[src/rtl/mcpu_pkg.sv]
// Shared multicycle CPU definitions: FSM states, opcode classes and constants,
// ALU operation codes and PC source selects. Also used by the ALU and datapath.
package mcpu_pkg;

  typedef enum logic [2:0] {
    S_FETCH  = 3'd0,
    S_DECODE = 3'd1,
    S_EXEC   = 3'd2,
    S_MEM    = 3'd3,
    S_WB     = 3'd4,
    S_HALT   = 3'd5
  } state_t;

  typedef enum logic [3:0] {
    CLS_ALU_R,
    CLS_ALU_I,
    CLS_LW,
    CLS_SW,
    CLS_BEQ,
    CLS_BNE,
    CLS_JMP,
    CLS_HALT,
    CLS_ILL
  } op_class_t;

  localparam logic [1:0] OPC_ALU_R = 2'b00;
  localparam logic [1:0] OPC_ALU_I = 2'b01;

  localparam logic [5:0] OP_LW   = 6'b100000;
  localparam logic [5:0] OP_SW   = 6'b100001;
  localparam logic [5:0] OP_BEQ  = 6'b110000;
  localparam logic [5:0] OP_BNE  = 6'b110001;
  localparam logic [5:0] OP_JMP  = 6'b110010;
  localparam logic [5:0] OP_HALT = 6'b111111;

  localparam logic [3:0] ALU_MOV = 4'b0000;
  localparam logic [3:0] ALU_NOT = 4'b0001;
  localparam logic [3:0] ALU_ADD = 4'b0010;
  localparam logic [3:0] ALU_SUB = 4'b0011;
  localparam logic [3:0] ALU_OR  = 4'b0100;
  localparam logic [3:0] ALU_AND = 4'b0101;
  localparam logic [3:0] ALU_SLT = 4'b0111;
  localparam logic [3:0] ALU_LI  = 4'b1001;
  localparam logic [3:0] ALU_SWI = 4'b1100;

  localparam logic [1:0] PC_SRC_SEQ    = 2'b00;
  localparam logic [1:0] PC_SRC_BRANCH = 2'b01;
  localparam logic [1:0] PC_SRC_JUMP   = 2'b10;

  function automatic logic alu_code_legal(input logic [3:0] code);
    case (code)
      ALU_MOV, ALU_NOT, ALU_ADD, ALU_SUB, ALU_OR,
      ALU_AND, ALU_SLT, ALU_LI, ALU_SWI: alu_code_legal = 1'b1;
      default:                           alu_code_legal = 1'b0;
    endcase
  endfunction

endpackage

[src/rtl/multicycle_ctrl_if.sv]
// Memory request/acknowledge handshake between the control FSM and memory.
interface multicycle_ctrl_if;
  logic mem_req;
  logic mem_we;
  logic mem_addr_sel;
  logic mem_ack;

  modport master (output mem_req, output mem_we, output mem_addr_sel, input mem_ack);
  modport slave  (input mem_req, input mem_we, input mem_addr_sel, output mem_ack);
endinterface

[src/rtl/mcpu_op_decode.sv]
// Combinational opcode decoder: instruction class, ALU operation and legality.
module mcpu_op_decode
  import mcpu_pkg::*;
(
  input  logic [5:0] op,
  output op_class_t  op_class,
  output logic [3:0] alu_sel,
  output logic       legal
);

  always_comb begin
    op_class = CLS_ILL;
    alu_sel  = ALU_MOV;
    legal    = 1'b0;
    if (op[5:4] == OPC_ALU_R || op[5:4] == OPC_ALU_I) begin
      if (alu_code_legal(op[3:0])) begin
        op_class = (op[5:4] == OPC_ALU_I) ? CLS_ALU_I : CLS_ALU_R;
        alu_sel  = op[3:0];
        legal    = 1'b1;
      end
    end else begin
      case (op)
        OP_LW:   begin op_class = CLS_LW;   alu_sel = ALU_ADD; legal = 1'b1; end
        OP_SW:   begin op_class = CLS_SW;   alu_sel = ALU_ADD; legal = 1'b1; end
        OP_BEQ:  begin op_class = CLS_BEQ;  alu_sel = ALU_SUB; legal = 1'b1; end
        OP_BNE:  begin op_class = CLS_BNE;  alu_sel = ALU_SUB; legal = 1'b1; end
        OP_JMP:  begin op_class = CLS_JMP;  legal = 1'b1; end
        OP_HALT: begin op_class = CLS_HALT; legal = 1'b1; end
        default: ;
      endcase
    end
  end

endmodule

[src/rtl/multicycle_ctrl.sv]
// Multicycle CPU control FSM with memory handshake and retired-instruction counter.
// MCTRL_ILLEGAL_TRAP_EN: illegal opcodes trap to HALT (else retire as NOP).
module multicycle_ctrl
  import mcpu_pkg::*;
#(
  parameter int unsigned PC_INC = 4,
  parameter int unsigned CNT_W  = 32
) (
  input  logic             clk,
  input  logic             rst_n,
  input  logic [31:0]      instr,
  input  logic             beq_alu,
  multicycle_ctrl_if.master mem,
  output logic             ir_write,
  output logic             pc_write,
  output logic [1:0]       pc_src,
  output logic [7:0]       pc_inc,
  output logic [3:0]       alu_sel,
  output logic             alu_src_b,
  output logic             reg_write,
  output logic             wb_sel,
  output logic             halted,
  output logic             illegal_op,
  output logic [2:0]       state,
  output logic [CNT_W-1:0] instr_count
);

  state_t     state_q, state_d;
  op_class_t  op_class;
  logic [3:0] dec_alu;
  logic       dec_legal;
  logic       use_imm;
  logic       ack;
  logic       retire;
  logic       mem_we_c, mem_addr_sel_c;
  logic       unused_ok;
`ifdef MCTRL_ILLEGAL_TRAP_EN
  logic       trap;
  logic       illegal_q;
`endif

  mcpu_op_decode u_dec (
    .op       (instr[31:26]),
    .op_class (op_class),
    .alu_sel  (dec_alu),
    .legal    (dec_legal)
  );

  assign unused_ok = ^{instr[25:0], dec_legal};
  assign use_imm   = (op_class == CLS_ALU_I) || (op_class == CLS_LW) || (op_class == CLS_SW);

  // Gating with rst_n makes the request drop the instant reset asserts, and
  // an ack only counts while a request is actually being presented.
  assign mem.mem_req      = rst_n && (state_q == S_FETCH || state_q == S_MEM);
  assign mem.mem_we       = mem_we_c;
  assign mem.mem_addr_sel = mem_addr_sel_c;
  assign ack              = mem.mem_req && mem.mem_ack;

  always_ff @(posedge clk or negedge rst_n) begin
    if (!rst_n) state_q <= S_FETCH;
    else        state_q <= state_d;
  end

  always_comb begin
    state_d        = state_q;
    ir_write       = 1'b0;
    pc_write       = 1'b0;
    pc_src         = PC_SRC_SEQ;
    alu_sel        = ALU_MOV;
    alu_src_b      = 1'b0;
    reg_write      = 1'b0;
    wb_sel         = 1'b0;
    mem_we_c       = 1'b0;
    mem_addr_sel_c = 1'b0;
    retire         = 1'b0;
`ifdef MCTRL_ILLEGAL_TRAP_EN
    trap           = 1'b0;
`endif
    case (state_q)
      S_FETCH: begin
        if (ack) begin
          ir_write = 1'b1;
          pc_write = 1'b1;
          state_d  = S_DECODE;
        end
      end
      S_DECODE: begin
        case (op_class)
          CLS_HALT: state_d = S_HALT;
          CLS_ILL: begin
`ifdef MCTRL_ILLEGAL_TRAP_EN
            trap    = 1'b1;
            state_d = S_HALT;
`else
            retire  = 1'b1;
            state_d = S_FETCH;
`endif
          end
          default:  state_d = S_EXEC;
        endcase
      end
      S_EXEC: begin
        alu_sel   = dec_alu;
        alu_src_b = use_imm;
        case (op_class)
          CLS_LW, CLS_SW: state_d = S_MEM;
          CLS_BEQ, CLS_BNE: begin
            pc_write = (op_class == CLS_BEQ) ? beq_alu : !beq_alu;
            pc_src   = pc_write ? PC_SRC_BRANCH : PC_SRC_SEQ;
            retire   = 1'b1;
            state_d  = S_FETCH;
          end
          CLS_JMP: begin
            pc_write = 1'b1;
            pc_src   = PC_SRC_JUMP;
            retire   = 1'b1;
            state_d  = S_FETCH;
          end
          default: state_d = S_WB;
        endcase
      end
      S_MEM: begin
        alu_sel        = dec_alu;
        alu_src_b      = use_imm;
        mem_addr_sel_c = 1'b1;
        mem_we_c       = (op_class == CLS_SW);
        if (ack) begin
          if (op_class == CLS_SW) begin
            retire  = 1'b1;
            state_d = S_FETCH;
          end else begin
            state_d = S_WB;
          end
        end
      end
      S_WB: begin
        alu_sel   = dec_alu;
        alu_src_b = use_imm;
        reg_write = 1'b1;
        wb_sel    = (op_class == CLS_LW);
        retire    = 1'b1;
        state_d   = S_FETCH;
      end
      S_HALT:  state_d = S_HALT;
      default: state_d = S_FETCH;
    endcase
  end

  always_ff @(posedge clk or negedge rst_n) begin
    if (!rst_n)      instr_count <= '0;
    else if (retire) instr_count <= instr_count + CNT_W'(1);
  end

`ifdef MCTRL_ILLEGAL_TRAP_EN
  always_ff @(posedge clk or negedge rst_n) begin
    if (!rst_n)    illegal_q <= 1'b0;
    else if (trap) illegal_q <= 1'b1;
  end
  assign illegal_op = illegal_q;
`else
  assign illegal_op = 1'b0;
`endif

  assign halted = (state_q == S_HALT);
  assign state  = state_q;
  assign pc_inc = 8'(PC_INC);

endmodule

[src/flat_wrapper.sv]
// flat-port wrapper written by rule: the top's interface ports become plain ports
module multicycle_ctrl_flat import mcpu_pkg::*;
#(
  parameter int unsigned PC_INC = 4,
  parameter int unsigned CNT_W  = 32
)
  (clk, rst_n, instr, beq_alu, ir_write, pc_write, pc_src, pc_inc, alu_sel, alu_src_b, reg_write, wb_sel, halted, illegal_op, state, instr_count, mem_mem_req, mem_mem_we, mem_mem_addr_sel, mem_mem_ack);
  multicycle_ctrl_if mem_i ();
  input  logic clk;
  input  logic rst_n;
  input  logic [31:0] instr;
  input  logic beq_alu;
  output logic ir_write;
  output logic pc_write;
  output logic [1:0] pc_src;
  output logic [7:0] pc_inc;
  output logic [3:0] alu_sel;
  output logic alu_src_b;
  output logic reg_write;
  output logic wb_sel;
  output logic halted;
  output logic illegal_op;
  output logic [2:0] state;
  output logic [CNT_W-1:0] instr_count;
  output wire logic [$bits(mem_i.mem_req)-1:0] mem_mem_req;
  output wire logic [$bits(mem_i.mem_we)-1:0] mem_mem_we;
  output wire logic [$bits(mem_i.mem_addr_sel)-1:0] mem_mem_addr_sel;
  input wire logic [$bits(mem_i.mem_ack)-1:0] mem_mem_ack;
  assign mem_mem_req = mem_i.mem_req;
  assign mem_mem_we = mem_i.mem_we;
  assign mem_mem_addr_sel = mem_i.mem_addr_sel;
  assign mem_i.mem_ack = mem_mem_ack;
  multicycle_ctrl #(.PC_INC(PC_INC), .CNT_W(CNT_W)) u_core (.clk(clk), .rst_n(rst_n), .instr(instr), .beq_alu(beq_alu), .mem(mem_i), .ir_write(ir_write), .pc_write(pc_write), .pc_src(pc_src), .pc_inc(pc_inc), .alu_sel(alu_sel), .alu_src_b(alu_src_b), .reg_write(reg_write), .wb_sel(wb_sel), .halted(halted), .illegal_op(illegal_op), .state(state), .instr_count(instr_count));
endmodule
[config.mk]
export PLATFORM = sky130hd
export DESIGN_NAME = multicycle_ctrl_flat
export DESIGN_NICKNAME = d
export VERILOG_FILES = /design/src/rtl/mcpu_pkg.sv /design/src/rtl/multicycle_ctrl_if.sv /design/src/rtl/mcpu_op_decode.sv /design/src/rtl/multicycle_ctrl.sv /design/src/flat_wrapper.sv
export SDC_FILE = /design/constraint.sdc
export NUM_CORES = 1
export LEC_CHECK = 0
export CAP_MARGIN = 20
export CORE_MARGIN = 2
export CORE_UTILIZATION = 41
export CTS_CLUSTER_SIZE = 28
export DETAILED_ROUTE_END_ITERATION = 10
export PLACE_DENSITY_LB_ADDON = 0.3
export SETUP_SLACK_MARGIN = 0.5
export SYNTH_ARGS = -nofsm -noshare
export SYNTH_HDL_FRONTEND = slang
export SYNTH_SLANG_ARGS = --single-unit
[constraint.sdc]
create_clock -name clk -period 5.1 [get_ports clk]
set_clock_uncertainty 0.05 [all_clocks]
set_input_delay 1.53 -clock clk [delete_from_list [all_inputs] [get_ports clk]]
set_output_delay 1.53 -clock clk [all_outputs]
set_load 0.01 [all_outputs]
# [After elaboration in Yosys (flattened, before gate mapping)]
# Memories as Yosys holds them, arrays and structs flattened.
# Index checks and enable logic that the tools add are counted.
# Widths: inputs -> output; s select.
[totals] ff_bits=35 mem_bits_ro=16 input_bits=36 output_inout_bits=59 elab_cells=75 mem_count=1
[memory_table] name="(name not given)" depth=16 word_bits=1 read_ports=1 rd_clocked_by_memory_dff=0 write_ports=0 line_no="mcpu_pkg.sv:51" rtl="case (code)"
[classes] add_sub_neg=1 n_eq_ne=22 muxes=33 n_reduce_logical=16
[ops] operator="$eq 6x6->1 const B" n=6
[ops] operator="$add 32x1->32 const B" n=1
[ops] operator="$pmux 4 s6" n=1
[ops] operator="$mux 4" n=5
[ops] operator="$eq 4x3->1 const B" n=4
[ops] operator="$mux 1" n=15
[ops] operator="$pmux 3 s5" n=1
[ops] operator="$pmux 3 s2" n=2
[ops] operator="$mux 3" n=3
[ops] operator="$eq 4x2->1 const B" n=2
[ops] operator="$pmux 2 s2" n=2
[ops] operator="$reduce_or 2->1" n=4
[ops] operator="$eq 3x2->1 const B" n=2
[ops] operator="$eq 3x3->1 const B" n=2
[ops] operator="$reduce_or 3->1" n=2
[ops] operator="$eq 4x1->1 const B" n=1
[ops] operator="$eq 4x4->1 const B" n=1
[ops] operator="$logic_or 1x1->1" n=4
[ops] operator="$ne 2x1->1 const B" n=2
[ops] operator="$pmux 1 s2" n=2
[ops] operator="$pmux 1 s4" n=1
[ops] operator="$eq 3x1->1 const B" n=1
[ops] operator="$logic_not 3->1" n=1
[ops] operator="$eq 2x1->1 const B" n=1
[ops] operator="other kinds (5)" n=6

# [Logic depth before layout (Yosys ltp)]
[logic_depth] word_depth=10 depth_mapped=8 depth_no_buf=6

# [Modules after synthesis]
# A second synthesis with hierarchy kept.
[unflattened] hier_cells=254 area_unflattened_um2=2368.5
[modules_own_cells] module="multicycle_ctrl" instances=1 cells_per_inst=207 area_each_um2=2050.7 seq_area_each_um2=875.8
[modules_own_cells] module="mcpu_op_decode" instances=1 cells_per_inst=47 area_each_um2=317.8 seq_area_each_um2=0.0

# [Least setup slack after synthesis]
# OpenSTA, ideal clock, no wires.
[synth_timing] path_type="input -> output" from="input instr[27]" to="output pc_write" arrival_ns=3.026 t_required_ns=3.520 slack_ns=0.494 stages=8 path_buffers=2 cell_sequence="buf_6 -> buf_2 -> nand4_1 -> o2bb2a_1 -> o21ai_1 -> xor2_1 -> and3_1 -> or3_1"
[synth_between] elab_chain_cells=8 word_cells_on_any_way=18 cone_classes="eq/ne (9); mux (7); reduce/logical (1); memory (1)"
[synth_rtl] item="start, declared" line_no="flat_wrapper.sv:11" rtl="input logic [31:0] instr;"
[synth_rtl] item="$mem_v2 16x1"
[synth_rtl] item="$mux 1" line_no="mcpu_op_decode.sv:15" rtl="if (op[5:4] == OPC_ALU_R || op[5:4] == OPC_ALU_I) begin"
[synth_rtl] item="$mux 4" line_no="mcpu_op_decode.sv:16" rtl="if (alu_code_legal(op[3:0])) begin"
[synth_rtl] item="$mux 4 *" line_no="mcpu_op_decode.sv:15"
[synth_rtl] item="$eq 4x3->1 (on tied branches)" line_no="multicycle_ctrl.sv:105, multicycle_ctrl.sv:108"
[synth_rtl] item="$mux 1 / $reduce_or 2->1 (equally long branches)" line_no="multicycle_ctrl.sv:108, multicycle_ctrl.sv:105"
[synth_rtl] item="$pmux 1 s2 *" line_no="multicycle_ctrl.sv:105" rtl="case (op_class)"
[synth_rtl] item="$pmux 1 s2 *" line_no="multicycle_ctrl.sv:79" rtl="case (state_q)"
[synth_rtl] item="end, declared" line_no="flat_wrapper.sv:14" rtl="output logic pc_write;"
# Every way passes the cells marked *; elsewhere a longest branch is shown, timed or not. The select of a mux whose other input is x is not followed.

# [Final worst setup path]
[layout_timing] from="input instr[29]" to="output pc_write"
# Same word-level chain as after synthesis.

==> results.json <==
{
  "synth-seq-area-share_pct": 38.3,
  "start_util_pct": 42.1,
  "critPathLaunchType": "input port",
  "worstPathRequired_ns": 3.52,
  "ir_worst_vdd_uv": 173,
  "antenna_found_initial": 0,
  "numClockSinks": 35,
  "synth.largest_area_cell": "dfrtp_1",
  "gp_congestion": 0.864,
  "arrival_ns": 3.00,
  "final_cell_mix": "clkdlybuf4s50_1 (47), dfrtp_1 (35), xor2_1 (30)",
  "slowest_stage": "or3_1",
  "ys.flop_type": "dfrtp_1",
  "clk_path_buf_depth": 2,
  "std_cell_rows": 27,
  "crit_type": "in -> out",
  "grt_max_degree": 36,
  "synth_top_area_share_pct": 38.3,
  "numCtsBuffers": 5,
  "htree_num_levels": 2,
  "hold_path_class": "reg -> reg",
  "num-fill-cells": 473,
  "power.density_nw_per_um2": 315,
  "pre_cts_ws_ns": -0.311,
  "portBuffers": 59,
  "wire_per_inst_um": 14.0,
  "overflow": 0,
  "ys_async_sr_fraction_pct": 100,
  "setup_viol": 0,
  "cts-root-buf": "clkbuf_8",
  "num_io_pins": 95,
  "cts_hold_buf": 0,
  "die_y_um": 78.7,
  "drtPass1Iterations": 4,
  "diodes": 0,
  "final_net_count": 367,
  "synthToLayoutAreaGrowth_pct": 42.2,
  "rsz0062_at_grt": "no",
  "synth.ff_latch_count": 35,
  "worst_slack_ns": 0.517,
  "wl_met1_um": 2530,
  "r2r-start": "u_core.state[2]$_DFFE_PN0P_",
  "max_clock_freq_ghz": 0.218,
  "insertion_delay_ns": 0.29,
  "regArea_um2": 876,
  "netlist_area_um2": 2290,
  "coreArea_um2": 5440,
  "grt_pass1_wl_um": 9360,
  "grtUsageTotal_pct": 18.7,
  "fin_crit_sh_pct": 89.9,
  "yosys-top-cells-area": "dfrtp_1 (38%), xor2_1 (11%), nand3_1 (3.5%)",
  "post-route-min-period_ns": 4.58,
  "endpoint_kind": "output pin",
  "timing.final.hold_violations": 0,
  "clkTransAtPathRegs_ns": 0.08,
  "met3WireLength_um": 266,
  "avgSynthCellArea_um2": 9.20,
  "synth_edf_count": 0,
  "routed_wl_um": 5640,
  "outcome": "finished, final reports clean",
  "syn_inst": 249,
  "dieArea_um2": 6200,
  "drtIter0Drc": 78,
  "die_w_um": 78.7,
  "dr.max_layer_used": "met4",
  "cp_cell_sequence": "clkbuf_2, buf_4, nor3b_2, o2bb2a_4, o21ai_4, xor2_1, and3_4, or3_1, buf_2",
  "ys_warn_count": 0,
  "drc": 0,
  "worstPathMaxFanout": 4,
  "hpwlAfterDp_um": 4120,
  "startpoint": "instr[29]",
  "viasPerCell": 5.22,
  "mostFrequentLayoutCell": "clkdlybuf4s50_1",
  "drive_gt1_share_pct": 22.4,
  "ant_nets": 0,
  "hp-start": "u_core.instr_count[31]$_DFFE_PN0P_",
  "multi_input_area_um2": 1360,
  "grt_pass1_vias": 1991,
  "vias": 2103,
  "p_leak_nw": 1.48,
  "wl_met2_um": 2730,
  "max-cap-violations": 0,
  "synth_cell_type_count": 51,
  "total_power_mw": 1.02,
  "drv_slew": 0,
  "cpPeakStageDelay_ns": 0.33,
  "cts_tree": "built"
}
## final timing paths
kind | endpoint | slack (ns) | depth (start not counted)
worst max register to register | u_core.instr_count[11]$_DFFE_PN0P_ | 2.90 | 7
max in group asynchronous | u_core.instr_count[1]$_DFFE_PN0P_ | 3.06 | 2
worst max-delay path | pc_write | 0.52 | 9
worst min register to register | u_core.instr_count[31]$_DFFE_PN0P_ | 0.43 | 1
min in group asynchronous | u_core.instr_count[29]$_DFFE_PN0P_ | 1.63 | 2
worst min-delay path | u_core.instr_count[31]$_DFFE_PN0P_ | 0.43 | 1
## through the flow
step	instances	area, um^2	setup TNS, ns	util, %	hold WS [ns]
CTS	403	3230	0	59.3	0.435
detailed placement	393	3060	-0.806	56.2	0.425
global placement	393	3060	-0.906	56.2	0.423
floorplan	256	2320	0	-	0.454
global route	403	3260	0	59.9	0.463
finish	403	3260	0	59.9	0.432
## state kept, by name, summed over array words and instances (netlist names)
name,count
u_core.instr_count,32
u_core.state,3
## timing repair
action	4_1_cts	5_1_grt
gates resized for setup	40	19
setup buffers	2	0
setup endpoints to repair	11	7
pin swaps	3	5
## worst max-delay path, delay by kind of cell
family                 cells  cell delay (ns)
buffers and inverters      3             0.41
AO/OA/AOI/OAI              2             0.26
AND/OR/NAND/NOR            3             0.70
XOR/XNOR                   1             0.10
## where the power goes
part	internal, mW	switching, mW
clock	0.158	0.101
combinational	0.182	0.212
sequential	0.311	0.0602
total	0.651	0.373
## cell usage after synthesis (all sizes together), types with 2 or more instances
| cell | number |
|---|---|
| nor4b | 3 |
| conb | 2 |
| nor4 | 8 |
| nand3 | 16 |
| o221ai | 2 |
| clkbuf | 2 |
| mux2i | 3 |
| nand4 | 10 |
| nor2 | 22 |
| nor3b | 8 |
| buf | 20 |
| inv | 5 |
| o21ai | 2 |
| dfrtp | 35 |
| a21oi | 9 |
| a211oi | 2 |
| nor2b | 2 |
| nor3 | 14 |
| and3 | 8 |
| nand2b | 2 |
| nand2 | 18 |
| o22ai | 2 |
| xor2 | 30 |
| xnor2 | 4 |
| and4 | 2 |
## logic make-up after synthesis
kind of cell / share of synthesized area [%]
flip-flops: 38.3
AND/OR/NAND/NOR: 29.9
multiplexers: 1.80
adder cells (fa/ha/maj): 0.546
other: 0.328
AO/OA/AOI/OAI: 8.74
buffers and inverters: 7.43
XOR/XNOR: 13.0
## metal layers
metal | track usage [%] | up-vias
li1 | - | 1030
met5 | 0 | -
met3 | 3.75 | 12
met1 | 25.1 | 1003
met2 | 30.6 | 58
met4 | 5.79 | 0
## layout make-up
| class | count | share of cell area, % |
|---|---|---|
| clock buffer | 6 | 2.54 |
| tap | 72 | 2.77 |
| clock inverter | 2 | 1.08 |
| inverter | 5 | 0.576 |
| timing repair buffer | 89 | 24.3 |
| multi-input combinational | 194 | 41.8 |
| sequential | 35 | 26.9 |
Power figures use the tool's default switching activity.
